### config.mk
export PLATFORM = sky130hd
export DESIGN_NAME = mult_err_acc_flat
export DESIGN_NICKNAME = d
export VERILOG_FILES = /design/src/rtl/mult_err_acc_if.sv /design/src/rtl/mult_err_acc.sv /design/src/flat_wrapper.sv
export SDC_FILE = /design/constraint.sdc
export NUM_CORES = 2
export LEC_CHECK = 0
export ABC_CLOCK_PERIOD_IN_PS = 10900
export CORE_MARGIN = 10
export CORE_UTILIZATION = 39
export CTS_BUF_LIST = sky130_fd_sc_hd__clkbuf_2 sky130_fd_sc_hd__clkbuf_4 sky130_fd_sc_hd__clkbuf_8
export DETAILED_ROUTE_END_ITERATION = 7
export GPL_TIMING_DRIVEN = 0
export PLACE_DENSITY = 0.69
export SYNTH_ARGS = -nofsm -noshare
export SYNTH_HDL_FRONTEND = slang
export SYNTH_SLANG_ARGS = --single-unit
### constraint.sdc
create_clock -name clk -period 10.9 [get_ports clk]
set_input_delay 1.635 -clock clk [delete_from_list [all_inputs] [get_ports clk]]
set_output_delay 1.635 -clock clk [all_outputs]
set_load 0.05 [all_outputs]
### src/rtl/mult_err_acc_if.sv
// Sample bus between the multiplier-issue side and the error-statistics stage.
// Latency: none, wires only; p_approx belongs to the sample driven LAT cycles earlier.
// Backpressure: none; the consumer must accept every sample while it is running.
// Signals: in_valid (sample strobe), x/y (operands as sent to the multiplier),
//          p_approx (approximate product returned by the multiplier).
interface mult_err_acc_if #(
    parameter int W = 16
) ();
    logic             in_valid;
    logic [W-1:0]     x;
    logic [W-1:0]     y;
    logic [2*W-1:0]   p_approx;

    modport master (output in_valid, output x, output y, output p_approx);
    modport slave  (input  in_valid, input  x, input  y, input  p_approx);
endinterface

### src/rtl/mult_err_acc.sv
// Purpose: error statistics (sum/max of |exact-approx|, error and over-estimate counts)
//          for an approximate multiplier, over a run of n_samples operand pairs.
// Latency: a sample is accumulated LAT cycles after it is accepted; done one edge after the last.
// Backpressure: none; samples are taken whenever in_valid is high in RUN, ignored otherwise.
// Ports: clk, rst (async active-high), start, n_samples, smp (in_valid/x/y/p_approx),
//        busy, done, sample_cnt, sum_ed, max_ed, err_cnt, over_cnt.
module mult_err_acc #(
    parameter int W     = 16,
    parameter int LAT   = 2,
    parameter int ACC_W = 48,
    parameter int CNT_W = 32
) (
    input  logic                 clk,
    input  logic                 rst,
    input  logic                 start,
    input  logic [CNT_W-1:0]     n_samples,
    mult_err_acc_if.slave        smp,
    output logic                 busy,
    output logic                 done,
    output logic [CNT_W-1:0]     sample_cnt,
    output logic [ACC_W-1:0]     sum_ed,
    output logic [2*W-1:0]       max_ed,
    output logic [CNT_W-1:0]     err_cnt,
    output logic [CNT_W-1:0]     over_cnt
);
    localparam int PW = 2 * W;
    localparam logic [CNT_W-1:0] CNT_ONE = CNT_W'(1);

    typedef enum logic [1:0] {IDLE, RUN, DRAIN, DONE} state_t;

    state_t              state;
    state_t              state_nxt;

    logic [CNT_W-1:0]    n_lat;
    logic [CNT_W-1:0]    issue_cnt;
    logic [LAT-1:0]      vld_pipe;
    logic [PW-1:0]       exact_pipe [LAT];

    logic                start_ok;
    logic                accept;
    logic                last_issue;
    logic                cmp_vld;
    logic                last_cmp;
    logic [PW-1:0]       exact_now;
    logic [PW-1:0]       cmp_exact;
    logic                over;
    logic [PW-1:0]       ed;
    logic [ACC_W:0]      sum_add;
    logic [ACC_W-1:0]    sum_nxt;

    assign start_ok   = start && (state == IDLE || state == DONE);
    assign accept     = (state == RUN) && smp.in_valid;
    // n_lat >= 1 whenever we are in RUN, so n_lat-1 never underflows here
    assign last_issue = accept && (issue_cnt == n_lat - CNT_ONE);
    assign cmp_vld    = vld_pipe[LAT-1] && (state == RUN || state == DRAIN);
    assign last_cmp   = cmp_vld && (sample_cnt == n_lat - CNT_ONE);

    assign exact_now  = PW'(smp.x) * PW'(smp.y);
    assign cmp_exact  = exact_pipe[LAT-1];
    assign over       = smp.p_approx > cmp_exact;
    assign ed         = over ? (smp.p_approx - cmp_exact) : (cmp_exact - smp.p_approx);

    // One extra bit catches the carry; once at all-ones any non-zero ed carries
    // again, so the clamp also holds the saturated value.
    assign sum_add    = {1'b0, sum_ed} + (ACC_W+1)'(ed);
    assign sum_nxt    = sum_add[ACC_W] ? {ACC_W{1'b1}} : sum_add[ACC_W-1:0];

    // State register
    always_ff @(posedge clk or posedge rst) begin
        if (rst) begin
            state <= IDLE;
        end else begin
            state <= state_nxt;
        end
    end

    // Next-state logic
    always_comb begin
        state_nxt = state;
        case (state)
            IDLE, DONE: begin
                if (start) begin
                    state_nxt = (n_samples == '0) ? DONE : RUN;
                end
            end
            RUN: begin
                if (last_issue) begin
                    state_nxt = DRAIN;
                end
            end
            DRAIN: begin
                if (last_cmp) begin
                    state_nxt = DONE;
                end
            end
            default: state_nxt = IDLE;
        endcase
    end

    // Output logic
    always_comb begin
        busy = 1'b0;
        done = 1'b0;
        case (state)
            RUN, DRAIN: busy = 1'b1;
            DONE:       done = 1'b1;
            default: ;
        endcase
    end

    // Exact-product pipe, aligned with the multiplier's own latency
    always_ff @(posedge clk or posedge rst) begin
        if (rst) begin
            vld_pipe <= '0;
            for (int i = 0; i < LAT; i++) begin
                exact_pipe[i] <= '0;
            end
        end else begin
            if (start_ok) begin
                vld_pipe <= '0;
            end else begin
                for (int i = LAT - 1; i > 0; i--) begin
                    vld_pipe[i] <= vld_pipe[i-1];
                end
                vld_pipe[0] <= accept;
            end
            for (int i = LAT - 1; i > 0; i--) begin
                exact_pipe[i] <= exact_pipe[i-1];
            end
            exact_pipe[0] <= exact_now;
        end
    end

    // Run length and issue counter
    always_ff @(posedge clk or posedge rst) begin
        if (rst) begin
            n_lat     <= '0;
            issue_cnt <= '0;
        end else if (start_ok) begin
            n_lat     <= n_samples;
            issue_cnt <= '0;
        end else if (accept) begin
            issue_cnt <= issue_cnt + CNT_ONE;
        end
    end

    // Statistics accumulators
    always_ff @(posedge clk or posedge rst) begin
        if (rst) begin
            sample_cnt <= '0;
            sum_ed     <= '0;
            max_ed     <= '0;
            err_cnt    <= '0;
            over_cnt   <= '0;
        end else if (start_ok) begin
            sample_cnt <= '0;
            sum_ed     <= '0;
            max_ed     <= '0;
            err_cnt    <= '0;
            over_cnt   <= '0;
        end else if (cmp_vld) begin
            sample_cnt <= sample_cnt + CNT_ONE;
            sum_ed     <= sum_nxt;
            if (ed > max_ed) begin
                max_ed <= ed;
            end
            if (ed != '0) begin
                err_cnt <= err_cnt + CNT_ONE;
            end
            if (over) begin
                over_cnt <= over_cnt + CNT_ONE;
            end
        end
    end
endmodule

### src/flat_wrapper.sv
// flat-port wrapper written by rule: the top's interface ports become plain ports
module mult_err_acc_flat 
#(
    parameter int W     = 16,
    parameter int LAT   = 2,
    parameter int ACC_W = 48,
    parameter int CNT_W = 32
)
  (clk, rst, start, n_samples, busy, done, sample_cnt, sum_ed, max_ed, err_cnt, over_cnt, smp_in_valid, smp_x, smp_y, smp_p_approx);
  mult_err_acc_if #(.W(W)) smp_i ();
  input  logic clk;
  input  logic rst;
  input  logic start;
  input  logic [CNT_W-1:0] n_samples;
  output logic busy;
  output logic done;
  output logic [CNT_W-1:0] sample_cnt;
  output logic [ACC_W-1:0] sum_ed;
  output logic [2*W-1:0] max_ed;
  output logic [CNT_W-1:0] err_cnt;
  output logic [CNT_W-1:0] over_cnt;
  input wire logic [$bits(smp_i.in_valid)-1:0] smp_in_valid;
  input wire logic [$bits(smp_i.x)-1:0] smp_x;
  input wire logic [$bits(smp_i.y)-1:0] smp_y;
  input wire logic [$bits(smp_i.p_approx)-1:0] smp_p_approx;
  assign smp_i.in_valid = smp_in_valid;
  assign smp_i.x = smp_x;
  assign smp_i.y = smp_y;
  assign smp_i.p_approx = smp_p_approx;
  mult_err_acc #(.W(W), .LAT(LAT), .ACC_W(ACC_W), .CNT_W(CNT_W)) u_core (.clk(clk), .rst(rst), .start(start), .n_samples(n_samples), .smp(smp_i), .busy(busy), .done(done), .sample_cnt(sample_cnt), .sum_ed(sum_ed), .max_ed(max_ed), .err_cnt(err_cnt), .over_cnt(over_cnt));
endmodule
# == After elaboration in Yosys (flattened, before gate mapping) ==
# Cells that the tools add are included.
# word_totals
ff_bits,308
inputBits,100
out_inout_bits,178
elab_cells,76
# classes
addsub,8
n_mul,1
n_lt_le_gt_ge,2
eq_ne,8
muxes,25
n_reduce_logical,21
# op_table
operator,count
$mux W32,14
$mux W48,3
$add A32 B1 Y32 const B,4
$eq A32 B32 Y1,2
$gt A32 B32 Y1,2
$sub A32 B32 Y32,2
$add A48 B32 Y49,1
$logic_not A32 Y1,1
$mul A16 B16 Y32,1
$reduce_bool A32 Y1,1
$sub A32 B1 Y32 const B,1
$mux W2,5
$reduce_bool A2 Y1,5
$pmux W2 S3,1
$reduce_and A2 Y1,3
$logic_and A1 B1 Y1,5
$eq A2 B2 Y1 const B,2
$ne A2 B1 Y1 const B,2
$reduce_or A2 Y1,2
$reduce_and A3 Y1,1
$eq A2 B1 Y1 const B,1
$logic_not A2 Y1,1
$logic_or A1 B1 Y1,2
$mux W1,2
$ne A2 B2 Y1 const B,1

# == Longest topological paths before layout ==
# logic_depth
depth_word,6
ltp_mapped,29
depth_no_buf,25

# == Worst setup path after synthesis ==
# OpenSTA, ideal clock, no wires.
# synth_timing
path_type,input port to flip-flop
from,input port smp_p_approx[0]
to,register u_core.max_ed[11]
t_arrival_ps,7462
path_slack_ps,3314
cell_stages,28
n_path_buf,4
cell_sequence,inv_1 > ha_1 > inv_1 > fa_1 > a211oi_2 > o211ai_1 > and3_1 > or4b_1 > clkbuf_1 > nand2_2 > buf_2 > buf_2 > a31oi_1 > xor2_1 > ha_1 > a21o_1 > a21o_1 > a21o_1 > a21o_1 > a21o_1 > a21o_1 > a21oi_1 > nor2_1 > a2111oi_0 > nor2_1 > o21ai_1 > clkbuf_1 > mux2_2
# synth_via
elab_chain_cells,5
elab_cells_between_ends,10
classes_between,2 x add/sub; 2 x order compare; 4 x mux; 2 x reduce/logical
# synth_lines
element,line_no,rtl
from (decl),flat_wrapper.sv:25,input wire logic [$bits(smp_i.p_approx)-1:0] smp_p_approx;
$sub A32 B32 Y32 or $gt A32 B32 Y1 (tied branches),"mult_err_acc.sv:61, mult_err_acc.sv:60",
$mux W32 *,mult_err_acc.sv:61,assign ed = over ? (smp.p_approx - cmp_exact) : (cmp_exact - smp.p_approx);
$gt A32 B32 Y1 or $mux W32 (tied branches),mult_err_acc.sv:164,if (ed > max_ed) begin
$reduce_bool A2 Y1 (no source line) or $mux W32 (tied branches),--,
$reduce_and A2 Y1 (no source line) or $mux W32 (tied branches),--,
to (signal assigned),mult_err_acc.sv:152,max_ed <= '0;
to (signal assigned),mult_err_acc.sv:158,max_ed <= '0;
to (signal assigned),mult_err_acc.sv:165,max_ed <= ed;
to (decl),mult_err_acc.sv:22,"output logic [2*W-1:0] max_ed,"
# Mark *: on every way between the ends. The rest lies on a longest branch, timed or not. The select of a mux whose other input is x is not followed.
# A chain may end at the register's enable or synchronous reset.

# == Final worst setup path ==
# layout_timing
from,input port smp_p_approx[9]
to,register u_core.sum_ed[17]
# layout_via
elab_chain_cells,6
elab_cells_between_ends,8
classes_between,3 x add/sub; 1 x order compare; 4 x mux
# layout_lines
element,line_no,rtl
$sub A32 B32 Y32 or $gt A32 B32 Y1 (tied branches),"mult_err_acc.sv:61, mult_err_acc.sv:60",
$mux W32 *,mult_err_acc.sv:61,
$add A48 B32 Y49 *,mult_err_acc.sv:65,"assign sum_add = {1'b0, sum_ed} + (ACC_W+1)'(ed);"
$mux W48 *,mult_err_acc.sv:66,assign sum_nxt = sum_add[ACC_W] ? {ACC_W{1'b1}} : sum_add[ACC_W-1:0];
$mux W48 *,mult_err_acc.sv:161,end else if (cmp_vld) begin
$mux W48 *,mult_err_acc.sv:155,end else if (start_ok) begin
to (signal assigned),mult_err_acc.sv:163,sum_ed <= sum_nxt;
to (decl),mult_err_acc.sv:21,"output logic [ACC_W-1:0] sum_ed,"
# Marked as above.

==> results.tsv <==
stage	metric	value	unit
worst_setup_path	CP Max Fanout	10	
min_path	Worst Hold Class	reg -> reg	
yosys	Post-Syn Instances	3326	
clock_tree	CTS hold repair buffers	0	
yosys	Post-synth EDFFs	0	
route	total number of vias	25400	
grt	largest net degree at the start of global routing	127	
clock_tree	CTS tree	built	
worst_setup_path	Crit Path Class	in -> reg	
route	antenna-violating nets left	0	
placed_design	placed cell areas	32700	µm²
die	io pins	278	
yosys	Most used DFF post-synth	dfrtp_1	
clock_tree	Sink Count	308	
clock_tree	# resized after CTS	0	
yosys	largest cells by area after synthesis	dfrtp_1 (27%), fa_1 (14%), ha_1 (11%)	
placed_design	Buffers on Ports	277	
yosys	syn nets	3865	
power_and_ir_drop	Reg power frac	16.4	%
clock_tree	H-Tree Depth	2	
placed_design	RD Place Congestion	0.938	
die	Core ar.	73000	µm²
die	Die Height	291	µm
worst_setup_path	cell family with most CP delay	buffers and inverters	
route	1st-pass router iterations	6	
sta	final setup margin	1.38	ns
grt	initial antenna violation count	8	
yosys	share of the synthesized area in the top cell type	26.9	%
sta	post-layout min period	9.52	ns
sta	final hold violation count	0	
clock_tree	number of buffers created by CTS	53	
power_and_ir_drop	Pint	4.99	mW
die	Core Rows	99	
placed_design	Final HPWL DP	72.7	mm
route	Initial DRC Count	1797	
sta	Final period util	87.3	%
sta	RSZ-0062 raised after global routing	false	
route	DR WL/cell	19.4	µm
worst_setup_path	slowest cell delay on critical path	0.87	ns
worst_setup_path	CP bufs+invs	8	
worst_setup_path	Worst path slowest cell	xnor2_1	
clock_tree	clk root buf	clkbuf_8	
clock_tree	clk_lat worst skew	0.68	ns
power_and_ir_drop	Psw	5.21	mW
worst_setup_path	Critical Path RT	11.41	ns
grt	aggregate global-route resource usage	20.6	%
die	die area	84800	µm²
route	# DRC	0	
yosys	synthesized flop and latch total	308	
sta	Final Slew Violations	0	
power_and_ir_drop	Power Density	301	nW/µm²
flow_run	max_cap viols	0	
worst_setup_path	Crit path arrival time	10.02	ns
clock_tree	total setup buffers inserted after CTS	0	
die	die width	291	µm
finish	fill cell count	7081	
sta	setup TNS	0	ns
sta	Worst-Margin Slew	1.06	ns
grt	vias in the first global route	24700	
yosys	warnings from Yosys	0	
power_and_ir_drop	Clock Power Share	11.6	%
yosys	Mapped Area	28700	µm²
finish	layout cells sized above 1	3.81	%
yosys	mean post-synth cell area	8.62	µm²
route	final WL	90.6	mm
route	vias per cell	5.44	
sta	final setup fails	0	
grt	total congestion overflow	0	
power_and_ir_drop	VDD IR max	0.000277	V
finish	Layout area overhead	18.3	%
die	starting density of the core	39.3	%
clock_tree	Max Root-Sink Buffers	3	
finish	final instance area	33900	µm²
worst_setup_path	most used cell, CP	clkbuf_1	
placed_design	DP Worst Slack	0.922	ns
clock_tree	Worst-path clk slew	0.07	ns
power_and_ir_drop	Sw Ratio	51.0	%
worst_setup_path	Crit. End Element	flip-flop	
finish	# nets final	4200	
yosys	post-synthesis sequential area ratio	26.9	%
grt	first-pass GRT wire length	141	mm
sta	Worst Skew	0.0735	ns
finish	multi-input logic area	19000	µm²
worst_setup_path	crit-path cells	clkdlybuf4s50_1, inv_1, ha_1, clkbuf_1, a21oi_1, o21ai_0, a21oi_1, nor4b_2, nor2_1, clkbuf_1, or3_1, o21ai_0, a21oi_1, xnor2_1, clkbuf_1, inv_1, ha_1, and3_1, a221oi_1, a21boi_0, a41oi_1, clkbuf_1, clkbuf_1, a31oi_1	
worst_setup_path	Worst setup SP type	input port	
power_and_ir_drop	Leakage	15.8	nW
finish	commonest non-fill, non-tap cells in the layout	nand2_1 (421), inv_1 (379), dfrtp_1 (308), clkdlybuf4s50_1 (277), ha_1 (242)	
sta	FMAX	0.105	GHz
finish	commonest non-fill, non-tap cell in the layout	nand2_1	
status	status	finished, final reports clean	
yosys	FFs w/ async S/R, synth	100	%
finish	storage element area	7710	µm²
power_and_ir_drop	Comb pwr share	72.0	%
yosys	Synth area leader	dfrtp_1	
sta	Worst slew margin	28.9	%
yosys	synth unique cells	70	
==> worst paths after layout <==
check                                       from                    to  slack [ns]  cells past startpoint
max                              smp_p_approx[9]     u_core.sum_ed[17]        1.38                     24
min                        u_core.exact_pipe[48]  u_core.cmp_exact[16]        0.34                      0
max reg2reg                  u_core.cmp_exact[0]     u_core.sum_ed[17]        2.53                     23
min reg2reg                u_core.exact_pipe[48]  u_core.cmp_exact[16]        0.34                      0
max in group asynchronous                    rst     u_core.max_ed[22]        8.36                      4
min in group asynchronous                    rst   u_core.over_cnt[29]        1.26                      2
==> registers in the layout, indices dropped and copies added, names as in the netlist <==
register           flops
u_core.cmp_exact      32
u_core.err_cnt        32
u_core.exact_pipe     32
u_core.issue_cnt      32
u_core.max_ed         32
u_core.n_lat          32
u_core.over_cnt       32
u_core.sample_cnt     32
u_core.state           2
u_core.sum_ed         48
u_core.vld_pipe        2
==> synthesized netlist by cell type (10+ instances only) <==
library cell / count
a22oi_1: 12
o31ai_1: 24
nand4_1: 56
mux2i_1: 33
a31oi_1: 31
a211oi_1: 20
ha_1: 242
xor2_1: 80
a21o_1: 55
nor3_1: 55
buf_2: 10
or4_1: 10
nor2_1: 227
mux2_2: 15
clkbuf_1: 114
and3_1: 59
dfrtp_1: 308
nand2b_1: 15
nand3_1: 110
nor4_1: 28
xnor2_1: 146
nor2b_1: 15
inv_1: 380
and4_1: 13
o21ai_0: 134
o21bai_1: 14
nand2_1: 421
a21oi_1: 154
o21ai_1: 17
and2_1: 137
o21a_1: 17
fa_1: 197
or3_1: 25
a41oi_1: 29
==> routing by layer <==
metal / part of all wire (%) / vias to the layer above / global-route usage, % / routed length [µm]
met5: 0.082 / - / 0 / 74
met4: 2.9 / 12 / 6.30 / 2630
met3: 8.0 / 143 / 4.49 / 7230
met2: 46 / 948 / 33.6 / 41700
met1: 43 / 12300 / 27.0 / 39000
li1: - / 11900 / - / -
==> cell type report <==
type,instances,area share [%]
inverters,380,4.23
flip-flops and latches,308,22.7
diodes,2,0.0148
multi-input cells,2502,56.0
well taps,959,3.54
clock buffers,80,2.99
plain buffers,136,1.58
repair buffers,280,8.42
clock inverters,14,0.472
==> power groups by stage <==
stage                     combinational [mW]  clock, mW  sequential (mW)
after floorplan                         5.23          0             1.83
after global placement                  7.16          0             1.68
after detailed placement                7.26          0             1.69
after CTS                               7.30       1.21             1.67
after global routing                    8.22       1.25             1.70
final                                   7.34       1.18             1.67
==> cell families after synthesis <==
logic type / synth area share, %
and+or+nand+nor: 20.0
AOI/OAI and AO/OA: 13.3
buffers and inverters: 6.84
adders and majority gates: 24.3
DFF: 26.9
xor gates and xnor gates: 6.90
muxes: 1.78
==> metrics by stage <==
step	hold slack [ns]	util, %	instances	total power [mW]
finish	0.336	46.5	4661	10.2
detailed placement	0.335	44.9	4565	8.95
global route	0.347	46.5	4661	11.2
global placement	0.331	44.7	4562	8.84
CTS	0.337	46.5	4659	10.2
floorplan	0.331	-	3326	7.07
Note: power is estimated with default switching activity, not from simulation.
